## src/rtl/egress_arbiter_pkg.sv

```systemverilog
// Shared definitions for the egress arbiter: FSM encoding and default widths.
package egress_arbiter_pkg;
   localparam int DATA_WIDTH_DEF = 6;
   localparam int DEST_BIT_DEF   = 4;
   localparam int CNT_WIDTH_DEF  = 5;

   typedef enum logic [1:0] {
      ST_INIT   = 2'd0,
      ST_IDLE   = 2'd1,
      ST_ACTIVE = 2'd2
   } egress_state_t;
endpackage

```

## src/rtl/egress_arbiter_counter.sv

```systemverilog
// Wrap-around push counter for one destination FIFO.
module egress_arbiter_counter #(
   parameter int cnt_width = 5
) (
   input  logic                 clk,
   input  logic                 reset,
   input  logic                 inc,
   output logic [cnt_width-1:0] count
);

   always_ff @(posedge clk or posedge reset) begin
      if (reset)
         count <= '0;
      else if (inc)
         count <= count + 1'b1;
   end

endmodule

```

## src/rtl/egress_arbiter.sv

```systemverilog
// Drains VC0/VC1 with VC0 strict priority and routes each word to D0 or D1.
//
// state  | meaning
// INIT   | one cycle after reset release, no pops
// IDLE   | nothing in flight, both VC FIFOs empty (idle=1)
// ACTIVE | VC data pending or words in the pipeline
module egress_arbiter
   import egress_arbiter_pkg::*;
#(
   parameter int data_width = DATA_WIDTH_DEF,
   parameter int DEST_BIT   = DEST_BIT_DEF,
   parameter int cnt_width  = CNT_WIDTH_DEF
) (
   input  logic                  clk,
   input  logic                  reset,
   input  logic                  empty_fifo_VC0,
   input  logic                  empty_fifo_VC1,
   input  logic [data_width-1:0] data_out_VC0,
   input  logic [data_width-1:0] data_out_VC1,
   input  logic                  almost_full_fifo_D0,
   input  logic                  almost_full_fifo_D1,
   input  logic                  req,
   input  logic                  idx,
   output logic                  pop_VC0_fifo,
   output logic                  pop_VC1_fifo,
   output logic                  push_D0,
   output logic                  push_D1,
   output logic [data_width-1:0] data_out_D,
   output logic                  idle,
   output logic [cnt_width-1:0]  data_out_cnt,
   output logic                  valid_cnt
);

   egress_state_t         state, state_nxt;
   logic                  stall;
   logic                  pop_ok;
   logic                  valid1;
   logic                  src1;
   logic [data_width-1:0] word_sel;
   logic [cnt_width-1:0]  cnt_D0, cnt_D1;

   // Destination is unknown until the word is read, so either almost_full stalls both VCs.
   always_comb begin
      stall        = almost_full_fifo_D0 | almost_full_fifo_D1;
      pop_ok       = !reset && (state != ST_INIT) && !stall;
      pop_VC0_fifo = pop_ok && !empty_fifo_VC0;
      pop_VC1_fifo = pop_ok && empty_fifo_VC0 && !empty_fifo_VC1;
      word_sel     = src1 ? data_out_VC1 : data_out_VC0;
   end

   always_ff @(posedge clk or posedge reset) begin
      if (reset)
         state <= ST_INIT;
      else
         state <= state_nxt;
   end

   always_comb begin
      state_nxt = state;
      idle      = 1'b0;
      case (state)
         ST_INIT:   state_nxt = ST_IDLE;
         ST_IDLE: begin
            idle = 1'b1;
            if (!empty_fifo_VC0 || !empty_fifo_VC1)
               state_nxt = ST_ACTIVE;
         end
         ST_ACTIVE: begin
            if (empty_fifo_VC0 && empty_fifo_VC1 && !valid1 && !push_D0 && !push_D1)
               state_nxt = ST_IDLE;
         end
         default:   state_nxt = ST_INIT;
      endcase
   end

   always_ff @(posedge clk or posedge reset) begin
      if (reset) begin
         valid1     <= 1'b0;
         src1       <= 1'b0;
         push_D0    <= 1'b0;
         push_D1    <= 1'b0;
         data_out_D <= '0;
      end else begin
         valid1  <= pop_VC0_fifo | pop_VC1_fifo;
         src1    <= pop_VC1_fifo;
         push_D0 <= valid1 & !word_sel[DEST_BIT];
         push_D1 <= valid1 & word_sel[DEST_BIT];
         if (valid1)
            data_out_D <= word_sel;
      end
   end

   egress_arbiter_counter #(.cnt_width(cnt_width)) u_cnt_D0 (
      .clk   (clk),
      .reset (reset),
      .inc   (push_D0),
      .count (cnt_D0)
   );

   egress_arbiter_counter #(.cnt_width(cnt_width)) u_cnt_D1 (
      .clk   (clk),
      .reset (reset),
      .inc   (push_D1),
      .count (cnt_D1)
   );

   // Sampling the counters at the same edge they increment returns the pre-increment value.
   always_ff @(posedge clk or posedge reset) begin
      if (reset) begin
         data_out_cnt <= '0;
         valid_cnt    <= 1'b0;
      end else if (req) begin
         data_out_cnt <= idx ? cnt_D1 : cnt_D0;
         valid_cnt    <= 1'b1;
      end else begin
         valid_cnt    <= 1'b0;
      end
   end

endmodule

```

## config.mk

```make
export PLATFORM = sky130hd
export DESIGN_NAME = egress_arbiter
export DESIGN_NICKNAME = d
export VERILOG_FILES = /design/src/rtl/egress_arbiter_pkg.sv /design/src/rtl/egress_arbiter_counter.sv /design/src/rtl/egress_arbiter.sv
export SDC_FILE = /design/constraint.sdc
export NUM_CORES = 1
export LEC_CHECK = 0
export ABC_CLOCK_PERIOD_IN_PS = 1200
export BUFFER_PORTS_ARGS = -buffer_cell sky130_fd_sc_hd__buf_4
export CAP_MARGIN = 20
export CORE_UTILIZATION = 50
export CTS_BUF_LIST = sky130_fd_sc_hd__clkbuf_2
export DETAILED_ROUTE_END_ITERATION = 6
export PLACE_DENSITY_LB_ADDON = 0.08
export SLEW_MARGIN = 20
export SYNTH_ARGS = -nofsm -noshare
export SYNTH_HDL_FRONTEND = slang
export SYNTH_SLANG_ARGS = --single-unit
```

## constraint.sdc

```tcl
create_clock -name clk -period 1.2 [get_ports clk]
set_input_delay 0.18 -clock clk [delete_from_list [all_inputs] [get_ports clk]]
set_output_delay 0.18 -clock clk [all_outputs]
set_load 0.01 [all_outputs]
```

==> results of run 1 <==
## stage by stage
step	std cells	area [sq um]	util	setup TNS (ns)	total power, mW
final	175	1600	0.715	-0.514	2.77
after detailed placement	166	1530	0.686	-0.0895	2.43
after global placement	166	1530	0.686	-0.0800	2.39
after floorplan	99	1190	-	0	1.91
after global routing	175	1600	0.715	-0.836	2.98
after CTS	175	1600	0.715	-0.597	2.81
## synth_stat cells (all sizes together) (2+ instances only)
library cell / n / area, sq um
dfrtp: 28 / 701
nor2: 12 / 45.0
a21oi: 11 / 55.1
mux2i: 11 / 110
xnor2: 7 / 61.3
nand4: 4 / 25.0
buf: 3 / 15.0
nor3: 3 / 15.0
and2: 2 / 12.5
and3b: 2 / 17.5
ha: 2 / 25.0
mux2: 2 / 22.5
nand2: 2 / 7.51
nor2b: 2 / 12.5
xor2: 2 / 17.5
## state kept, by name, indices dropped and copies added, names as in the netlist
| name | cells |
|---|---|
| data_out_cnt | 5 |
| push_D1 | 1 |
| src1 | 1 |
| push_D0 | 1 |
| u_cnt_D0.count | 5 |
| data_out_D | 6 |
| state | 2 |
| valid_cnt | 1 |
| valid1 | 1 |
| u_cnt_D1.count | 5 |
## logic make-up (layout without fill, tap and decap cells)
group                    count (synthesis)  in the layout
flip-flops                              28             28
adder cells (fa/ha/maj)                  2              2
XOR/XNOR                                 9              9
AO/OA/AOI/OAI                           13             13
AND/OR/NAND/NOR                         29             29
multiplexers                            13             13
buffers and inverters                    5             53
## per-layer routing
metal,wire length [microns],global-route usage
met3,88,0.0268
met1,863,0.221
met5,0,0
met4,14,0.0833
met2,1160,0.364
## power groups by stage
stage | Combinational, mW | Clock, mW | Sequential (mW)
final | 1.03 | 0.327 | 1.41
after global routing | 1.15 | 0.378 | 1.45
after CTS | 1.04 | 0.351 | 1.42
after detailed placement | 0.992 | 0 | 1.44
after global placement | 0.957 | 0 | 1.43
after floorplan | 0.420 | 0 | 1.49
## area by class of cell
class,instances,share of cell area
sequential,28,0.440
inverter,1,0.00235
clock buffer,3,0.00940
timing repair buffer,48,0.229
multi-input combinational,66,0.295
clock inverter,1,0.00235
tap,28,0.0219
## worst max-delay path by stage
stage             start      endpoint  slack (ns)  depth (start not counted)
6_report       state[1]  pop_VC1_fifo       -0.23                          3
5_1_grt        state[1]  pop_VC1_fifo       -0.36                          3
4_1_cts        state[1]  pop_VC1_fifo       -0.25                          3
3_5_place_dp      reset  pop_VC1_fifo       -0.09                          4
3_3_place_gp      reset  pop_VC1_fifo       -0.08                          4
2_1_floorplan     reset  pop_VC1_fifo        0.11                          2
## timing repair
| item | CTS | global route |
|---|---|---|
| pin swaps | 3 | 0 |
| resized for setup | 3 | 0 |
| setup endpoints to repair | 5 | 3 |
| setup buffers | 3 | 0 |
| hold endpoints to repair | 30 | 1 |
==> metrics.cfg, run 1 <==
[outcome]
outcome=complete, but fails checks
violations=negative hold slack, negative setup slack

[floorplan]
rows=17
die_h_microns=50.8
die_w_microns=50.8
dieArea_sq_um=2580
core_area_sq_um=2230
io-pin-count=37
initial_core_util=0.534

[setup_path]
crit_family=flip-flops
cp_num_buf_inv=1
cp_max_fo=3
start_kind=flip-flop
cp_slowest_cell=dfrtp_1
reg2reg_to=state[0]
arrival_ns=1.25
crit_chain=nor2_2, nor4b_2, buf_4
rr_startpoint=push_D0
critPathCaptureType=output port
required_ns=1.02
ff2ff_path_depth=3
path_class=flip-flop to output port
slowest_delay_ns=0.43
ff2ff_setup_slack_ns=0.09

[layout]
area_delta_synth_final_pct=34.0
final-seq-area_sq_um=703
post_route_cells_drive_above_1_share=0.381
antennaDiodeCount=0
final_cell_mix=46 x buf_4, 26 x dfrtp_1, 11 x mux2i_1, 11 x nor2_1, 11 x a21oi_1
multi_input_area_sq_um=472
final_common_cell=buf_4
fillers=183
nets=170

[global_routing]
grt_max_degree=29
grt_use_total=0.195
grt_pass1_vias=862
overflow=0
antenna_found_initial=0
grt_pass1_wl_mm=3.68

[route]
drc=0
ant_nets=0
first_pass_iters=3
vias_per_cell=5.14
vias=900
routed_wl_mm=2.13
dr.first_iter.drc_count=9
wire_per_inst_microns=12.2

[sta]
worst_slew_pin_slew_ns=0.342
drv_slew=0
hold_viol=1
fmax_mhz=699
period_minus_slack_ns=1.43
min_period_over_period=1.19
holdWs_ns=-0.00585
rsz0062_at_grt=true
maxSlewHeadroom=0.772
skew_ns=0.00648
setup_ws_ns=-0.230
setup_viol=3

[placement]
dp_slack_ns=-0.0895
io_buffers=36
gp_congestion=0.776
hpwl_mm=1.61

[synthesis]
synth_fp_nets=121
netlist_area_sq_um=1190
ys_ff_latch=28
syn-instance-count=99
synth_ff_type=dfrtp_1
synthSimpleGateAreaFrac=0.135
synthAdderAreaFrac=0.0210
synthMuxAreaShare=0.111
synth_top_family_by_area=simple AND/OR/NAND/NOR gates
synth_compound_area_frac=0.0598
synth_area_per_cell_sq_um=12.0
ys_seq_area_frac=0.588
ys_warn_count=0
synth_cell_types=21
synthXorXnorAreaFrac=0.0661
synth_edf_count=0
synth_async_sr_flop_share=1.00

[min_path]
hold_depth=2
hp-start=empty_fifo_VC1
hold_class=primary input to flip-flop
min_to=src1

[clocking]
clkLatencyLatePin_ns=0.34
cts_tree=done
cts_buffers=3
cts_num_sinks=28
hold_buffers=2
path_clk_slew_ns=0.23
cts_root_buf=clkbuf_2
htreeDepth=1
cts_max_path_buffers=2

[power]
p_comb_frac=0.372
leakage_nw=0.776
powerDensity_nw_per_um2=1740
ir_drop_mv=1.11
p_int_mw=1.88
switchingPower_mw=0.896
swShare=0.323
power.share.sequential=0.510
clkPwrFrac=0.118

[run]
max_cap_violations=0

Note: power is estimated with default switching activity, not from simulation.
==> run 2, diff against run 1 <==
--- a/config.mk
+++ b/config.mk
@@ -5,10 +5,10 @@
 export SDC_FILE = /design/constraint.sdc
 export NUM_CORES = 1
 export LEC_CHECK = 0
-export ABC_CLOCK_PERIOD_IN_PS = 1200
+export ABC_CLOCK_PERIOD_IN_PS = 1300
 export BUFFER_PORTS_ARGS = -buffer_cell sky130_fd_sc_hd__buf_4
 export CAP_MARGIN = 20
-export CORE_UTILIZATION = 50
+export CORE_UTILIZATION = 47
 export CTS_BUF_LIST = sky130_fd_sc_hd__clkbuf_2
 export DETAILED_ROUTE_END_ITERATION = 6
 export PLACE_DENSITY_LB_ADDON = 0.08
==> constraint.sdc (replaced) <==
create_clock -name clk -period 1.3 [get_ports clk]
set_input_delay 0.195 -clock clk [delete_from_list [all_inputs] [get_ports clk]]
set_output_delay 0.195 -clock clk [all_outputs]
set_load 0.01 [all_outputs]
==> run 2 against run 1 <==
Against the previous run:
- the flow finishes with violations (negative setup slack)
- worst setup slack improved by 0.078 ns
- routed wire length grew 5.3%
- sequential cell count stayed put
- via count fell by 3.0%
- clock skew shrank 0.00098 ns
- hold slack improved by 0.14 ns
- first-iteration DRC count shrank 78%
- sequential power decreased by 4%
- non-clock buffer count down 1
- highest routed layer unchanged
==> metrics.cfg, run 2 (synthesis gave the netlist of run 1 again) <==
[sta]
hold_viol=0  ; -1
period_minus_slack_ns=1.45
setup_ws_ns=-0.153  ; +0.0777 ns
tns_ns=-0.355  ; +0.159 ns
maxSlewHeadroom=0.769  ; -0.00294
rsz0062_at_grt=true
fmax_mhz=688
drv_slew=0  ; unchanged
skew_ns=0.00550  ; -0.000983 ns
worst_slew_pin_slew_ns=0.346  ; +0.00441 ns
setup_viol=3  ; unchanged
min_period_over_period=1.12

[global_routing]
antenna_found_initial=0  ; unchanged
grt_max_degree=29  ; unchanged
overflow=0  ; unchanged
grt_use_total=0.195  ; about the same
grt_pass1_wl_mm=3.79  ; +2.8%
grt_pass1_vias=899  ; +4.3%

[setup_path]
reg2reg_to=state[0]
slowest_delay_ns=0.46  ; +0.03 ns
cp_max_fo=3  ; unchanged
path_class=flip-flop to output port
start_kind=flip-flop
cp_slowest_cell=dfrtp_1
required_ns=1.11  ; +0.09 ns
crit_chain=nor2_4, nor4b_4, buf_4
critPathCaptureType=output port
rr_startpoint=state[0]
ff2ff_path_depth=3  ; unchanged
arrival_ns=1.26  ; about the same
ff2ff_setup_slack_ns=0.19  ; +0.10 ns

[floorplan]
core_area_sq_um=2300  ; +2.9%
io-pin-count=37  ; unchanged
rows=17  ; unchanged
initial_core_util=0.519  ; -0.0148
die_w_microns=52.4  ; +3.0%
die_h_microns=52.4  ; +3.0%
dieArea_sq_um=2740  ; +6.1%

[power]
clkPwrFrac=0.119  ; about the same
power.share.sequential=0.527  ; +0.017
ir_drop_mv=1.01  ; -9.5%
p_comb_frac=0.353  ; -0.019
power_mw=2.55  ; -8.0%
swShare=0.333  ; +0.00955
p_int_mw=1.70  ; -9.3%
leakage_nw=0.779  ; +0.38%
powerDensity_nw_per_um2=1590  ; -8.3%
switchingPower_mw=0.848  ; -5.3%

[clocking]
cts_tree=done
cts_root_buf=clkbuf_2
htreeDepth=1  ; unchanged
path_clk_slew_ns=0.24  ; about the same
cts_num_sinks=28  ; unchanged
clkLatencyLatePin_ns=0.34  ; about the same
cts_buffers=3  ; unchanged
cts_max_path_buffers=2  ; unchanged

[layout]
final_core_util=0.698  ; -0.0177
fin_cells=174  ; -0.57%
largest_reg_flops=6  ; unchanged
final_common_cell=buf_4
largest_register=data_out_D
area_delta_synth_final_pct=34.4
antennaDiodeCount=0  ; unchanged
nets=169  ; -0.59%
final_cell_mix=45 x buf_4, 27 x dfrtp_1, 11 x mux2i_1, 11 x nor2_1, 11 x a21oi_1
final_area_sq_um=1600  ; +0.31%
final-seq-area_sq_um=702  ; -0.18%
post_route_cells_drive_above_1_share=0.370  ; -0.0111
fillers=168  ; -8.2%
multi_input_area_sq_um=485  ; +2.9%

[min_path]
hold_class=primary input to flip-flop
min_to=data_out_D[0]
hold_depth=3  ; +1
hp-start=data_out_VC0[0]

[placement]
placed_area_sq_um=1520  ; -0.98%
gp_congestion=0.696  ; -10%
hpwl_mm=1.64  ; +1.8%
placed_cells=164  ; -1.2%
io_buffers=36  ; unchanged

[route]
vias_per_cell=5.02  ; -2.4%
ant_nets=0  ; unchanged
wire_per_inst_microns=12.9  ; +5.9%
drc=0  ; unchanged
first_pass_iters=3  ; unchanged
dr.first_iter.drc_count=2  ; -7
routed_wl_mm=2.24  ; +5.3%
vias=873  ; -3.0%

[run]
max_cap_violations=0  ; unchanged

[outcome]
violations=negative setup slack
outcome=complete, but fails checks

[run 2: cell count changes in the layout (fill, tap and decap cells not counted)]
| cell | before | now |
|---|---|---|
| nor2_2 | 1 | 0 |
| buf_4 | 46 | 45 |
| nor2_4 | 0 | 1 |
| nor4b_4 | 0 | 1 |
| dfrtp_1 | 26 | 27 |
| dfrtp_2 | 2 | 1 |
| nor4b_2 | 1 | 0 |
[run 2: final cells by class]
type | instances | share of cell area
clock buffer | 3 | 0.00937
clock inverter | 1 | 0.00234
inverter | 1 | 0.00234
multi-input combinational | 66 | 0.303
sequential | 28 | 0.438
tap | 28 | 0.0219
timing repair buffer | 47 | 0.223
[run 2: per-stage QoR]
stage / setup slack (ns) / hold slack (ns)
finish: -0.153 / 0.133
global route: -0.238 / 0.124
CTS: -0.157 / 0.115
detailed placement: -0.0240 / 0.297
global placement: -0.00721 / 0.293
floorplan: 0.182 / 0.226
[run 2: worst max path at each step]
| stage | from | endpoint | slack (ns) | cells after the start |
|---|---|---|---|---|
| global route | state[1] | pop_VC1_fifo | -0.24 | 3 |
| global placement | reset | pop_VC1_fifo | -0.007 | 4 |
| detailed placement | reset | pop_VC1_fifo | -0.02 | 4 |
| finish | state[1] | pop_VC1_fifo | -0.15 | 3 |
| floorplan | reset | pop_VC1_fifo | 0.18 | 2 |
| CTS | state[0] | pop_VC1_fifo | -0.16 | 3 |
[run 2: per-layer routing]
layer,routed length (microns),part of all wire,global-route usage
met1,921,0.41,0.230
met2,1210,0.54,0.346
met3,81,0.036,0.0261
met4,31,0.014,0.0921
met5,0,0,0
[run 2: timing repair]
item                                   in CTS  in global routing
pin swaps                                   2                  0
setup endpoints to repair                   2                  4
setup buffers                               4                  0
endpoints found under the hold margin      29                  0
hold buffers                                2                  0
resized for setup                           3                  1
[run 2: power groups by stage]
stage	sequential [mW]	combinational [mW]	clock, mW
2_1_floorplan	1.38	0.388	0
3_3_place_gp	1.35	0.766	0
3_5_place_dp	1.36	0.795	0
4_1_cts	1.35	0.907	0.318
5_1_grt	1.38	1.01	0.347
6_report	1.35	0.901	0.304
[run 2: critical path: cells and delay by family, from the launching register on]
kind                   cells  cell delay, ns
buffers and inverters      1            0.16
AND/OR/NAND/NOR            2            0.29
flip-flops                 1            0.46
==> run 3, diff against run 2 <==
--- a/config.mk
+++ b/config.mk
@@ -8,7 +8,10 @@
 export ABC_CLOCK_PERIOD_IN_PS = 1300
 export BUFFER_PORTS_ARGS = -buffer_cell sky130_fd_sc_hd__buf_4
 export CAP_MARGIN = 20
-export CORE_UTILIZATION = 47
+export CELL_PAD_IN_SITES_DETAIL_PLACEMENT = 1
+export CELL_PAD_IN_SITES_GLOBAL_PLACEMENT = 2
+export CORE_ASPECT_RATIO = 2
+export CORE_UTILIZATION = 30
 export CTS_BUF_LIST = sky130_fd_sc_hd__clkbuf_2
 export DETAILED_ROUTE_END_ITERATION = 6
 export PLACE_DENSITY_LB_ADDON = 0.08
==> run 3 against run 2 <==
Against the previous run:
- the flow finishes with violations (negative hold slack, negative setup slack)
- first-iteration DRC count grew to 8.0 times the previous value
- largest cell class unchanged
- sequential share of layout area shrank 1.3 points
- critical path type unchanged
- maximum frequency shrank 5.8%
- hold slack lost 0.16 ns
- die area grew 55%
- power grew 5.6%
- register-to-register slack lost 0.10 ns
- non-clock buffer count grew 1
==> metrics.cfg, run 3 (synthesis gave the netlist of run 1 again) <==
[outcome]
outcome=complete, but fails checks
violations=negative hold slack, negative setup slack

[power]
power.share.sequential=0.504  ; -0.023
p_comb_frac=0.373  ; +0.020
ir_drop_mv=0.633  ; -37%
switchingPower_mw=0.921  ; +8.6%
powerDensity_nw_per_um2=1630  ; +2.1%
clkPwrFrac=0.123  ; +0.004
swShare=0.342  ; +0.00942
leakage_nw=0.790  ; +1.4%
power_mw=2.69  ; +5.6%
p_int_mw=1.77  ; +4.1%

[placement]
io_buffers=36  ; unchanged
hpwl_mm=2.05  ; +24%
gp_congestion=0.730  ; +4.9%

[route]
vias_per_cell=4.73  ; -5.8%
first_pass_iters=2  ; -1
routed_wl_mm=2.78  ; +24%
ant_nets=0  ; unchanged
dr.first_iter.drc_count=16  ; +14
wire_per_inst_microns=14.0  ; +9.0%
drc=0  ; unchanged
vias=936  ; +7.2%

[floorplan]
die_w_microns=46.6  ; -11%
die_h_microns=91.2  ; +74%
initial_core_util=0.310  ; -0.209
io-pin-count=37  ; unchanged
rows=32  ; +15
dieArea_sq_um=4250  ; +55%
core_area_sq_um=3840  ; +67%

[sta]
drv_slew=0  ; unchanged
period_minus_slack_ns=1.54  ; +0.0889 ns
worst_slew_pin_slew_ns=0.381  ; +0.0344 ns
maxSlewHeadroom=0.746  ; -0.0229
min_period_over_period=1.19  ; +0.0683
rsz0062_at_grt=true
setup_viol=3  ; unchanged
skew_ns=0.00142  ; -0.00408 ns
setup_ws_ns=-0.241  ; -0.0889 ns
holdWs_ns=-0.0231  ; -0.156 ns
fmax_mhz=649  ; -5.8%
hold_viol=1  ; +1

[layout]
antennaDiodeCount=0  ; unchanged
final_cell_mix=45 x buf_4, 26 x dfrtp_1, 11 x mux2i_1, 11 x nor2_1, 11 x a21oi_1
largest_register=data_out_D
largest_reg_flops=6  ; unchanged
area_delta_synth_final_pct=38.9
final_common_cell=buf_4
nets=170  ; +0.59%
post_route_cells_drive_above_1_share=0.395  ; +0.0247
final_core_util=0.431  ; -0.267

[global_routing]
grt_pass1_wl_mm=4.65  ; +23%
overflow=0  ; unchanged
grt_use_total=0.152  ; -0.0427
grt-busiest-layer=met2
grt_pass1_vias=997  ; +11%
antenna_found_initial=0  ; unchanged
grt_max_degree=29  ; unchanged
use_met2=0.260  ; -0.0856
use_met1=0.170  ; -0.0603
use_met3=0.0199  ; -0.00621

[setup_path]
required_ns=1.11  ; about the same
crit_family=flip-flops
crit_chain=nor2_4, nor4b_4, buf_4
start_kind=flip-flop
critPathCaptureType=output port
cp_max_fo=3  ; unchanged
path_class=flip-flop to output port
slowest_delay_ns=0.47  ; about the same
cp_slowest_cell=dfrtp_1
arrival_ns=1.35  ; +0.09 ns
cp_num_buf_inv=1  ; unchanged

[clocking]
cts_buffers=3  ; unchanged
hold_buffers=2  ; unchanged
cts_tree=done
cts_max_path_buffers=2  ; unchanged
path_clk_slew_ns=0.26  ; +0.02 ns
cts_num_sinks=28  ; unchanged
cts_root_buf=clkbuf_2
htreeDepth=1  ; unchanged
clkLatencyLatePin_ns=0.37  ; +0.03 ns

[min_path]
hold_class=primary input to flip-flop

[run]
max_cap_violations=0  ; unchanged

==> run 3: path summary, 6_finish.rpt <==
kind	from	endpoint	slack, ns	cells after the start
min in group asynchronous	reset	u_cnt_D1.count[2]	0.43	4
worst max register to register	state[0]	state[0]	0.09	4
worst min-delay path	empty_fifo_VC1	src1	-0.02	2
max in group asynchronous	reset	push_D0	0.58	4
worst min register to register	u_cnt_D0.count[4]	u_cnt_D0.count[4]	0.50	1
worst max-delay path	state[0]	pop_VC1_fifo	-0.24	3
==> run 3: area by class of cell <==
class                           instances  area, sq um
Fill cell                             466         2190
Sequential cell                        28          703
Multi-Input combinational cell         66          498
Timing Repair Buffer                   48          369
Tap cell                               51         63.8
Clock buffer                            3         15.0
Clock inverter                          1         3.75
Inverter                                1         3.75
==> run 3: power by group through the flow <==
stage | logic, mW | registers, mW | clock network [mW]
after global routing | 1.13 | 1.40 | 0.381
after floorplan | 0.388 | 1.38 | 0
final | 1.00 | 1.36 | 0.332
after global placement | 0.784 | 1.37 | 0
after CTS | 0.954 | 1.37 | 0.347
after detailed placement | 0.813 | 1.38 | 0
==> run 3: routing by layer <==
metal,share of wire,routed length [microns]
met1,0.40,1100
met4,0.021,57
met3,0.028,77
met2,0.56,1540
met5,0,0
==> run 3: through the flow <==
stage	area (sq um)	setup WS [ns]	hold slack, ns	setup TNS, ns	instances
after floorplan	1190	0.182	0.226	0	99
after global placement	1530	-0.0147	0.309	-0.0147	185
after detailed placement	1530	-0.0707	0.313	-0.0707	185
after CTS	1620	-0.277	-0.0413	-0.653	195
after global routing	1660	-0.335	-0.0581	-0.803	198
final	1660	-0.241	-0.0231	-0.558	198
==> run 3: timing repair <==
item                                    4_1_cts  5_1_grt
buffers inserted                              4        4
gates resized for setup                       5        4
hold endpoints to repair                     30        1
pin swaps                                     2        1
endpoints found under the setup margin        4        5
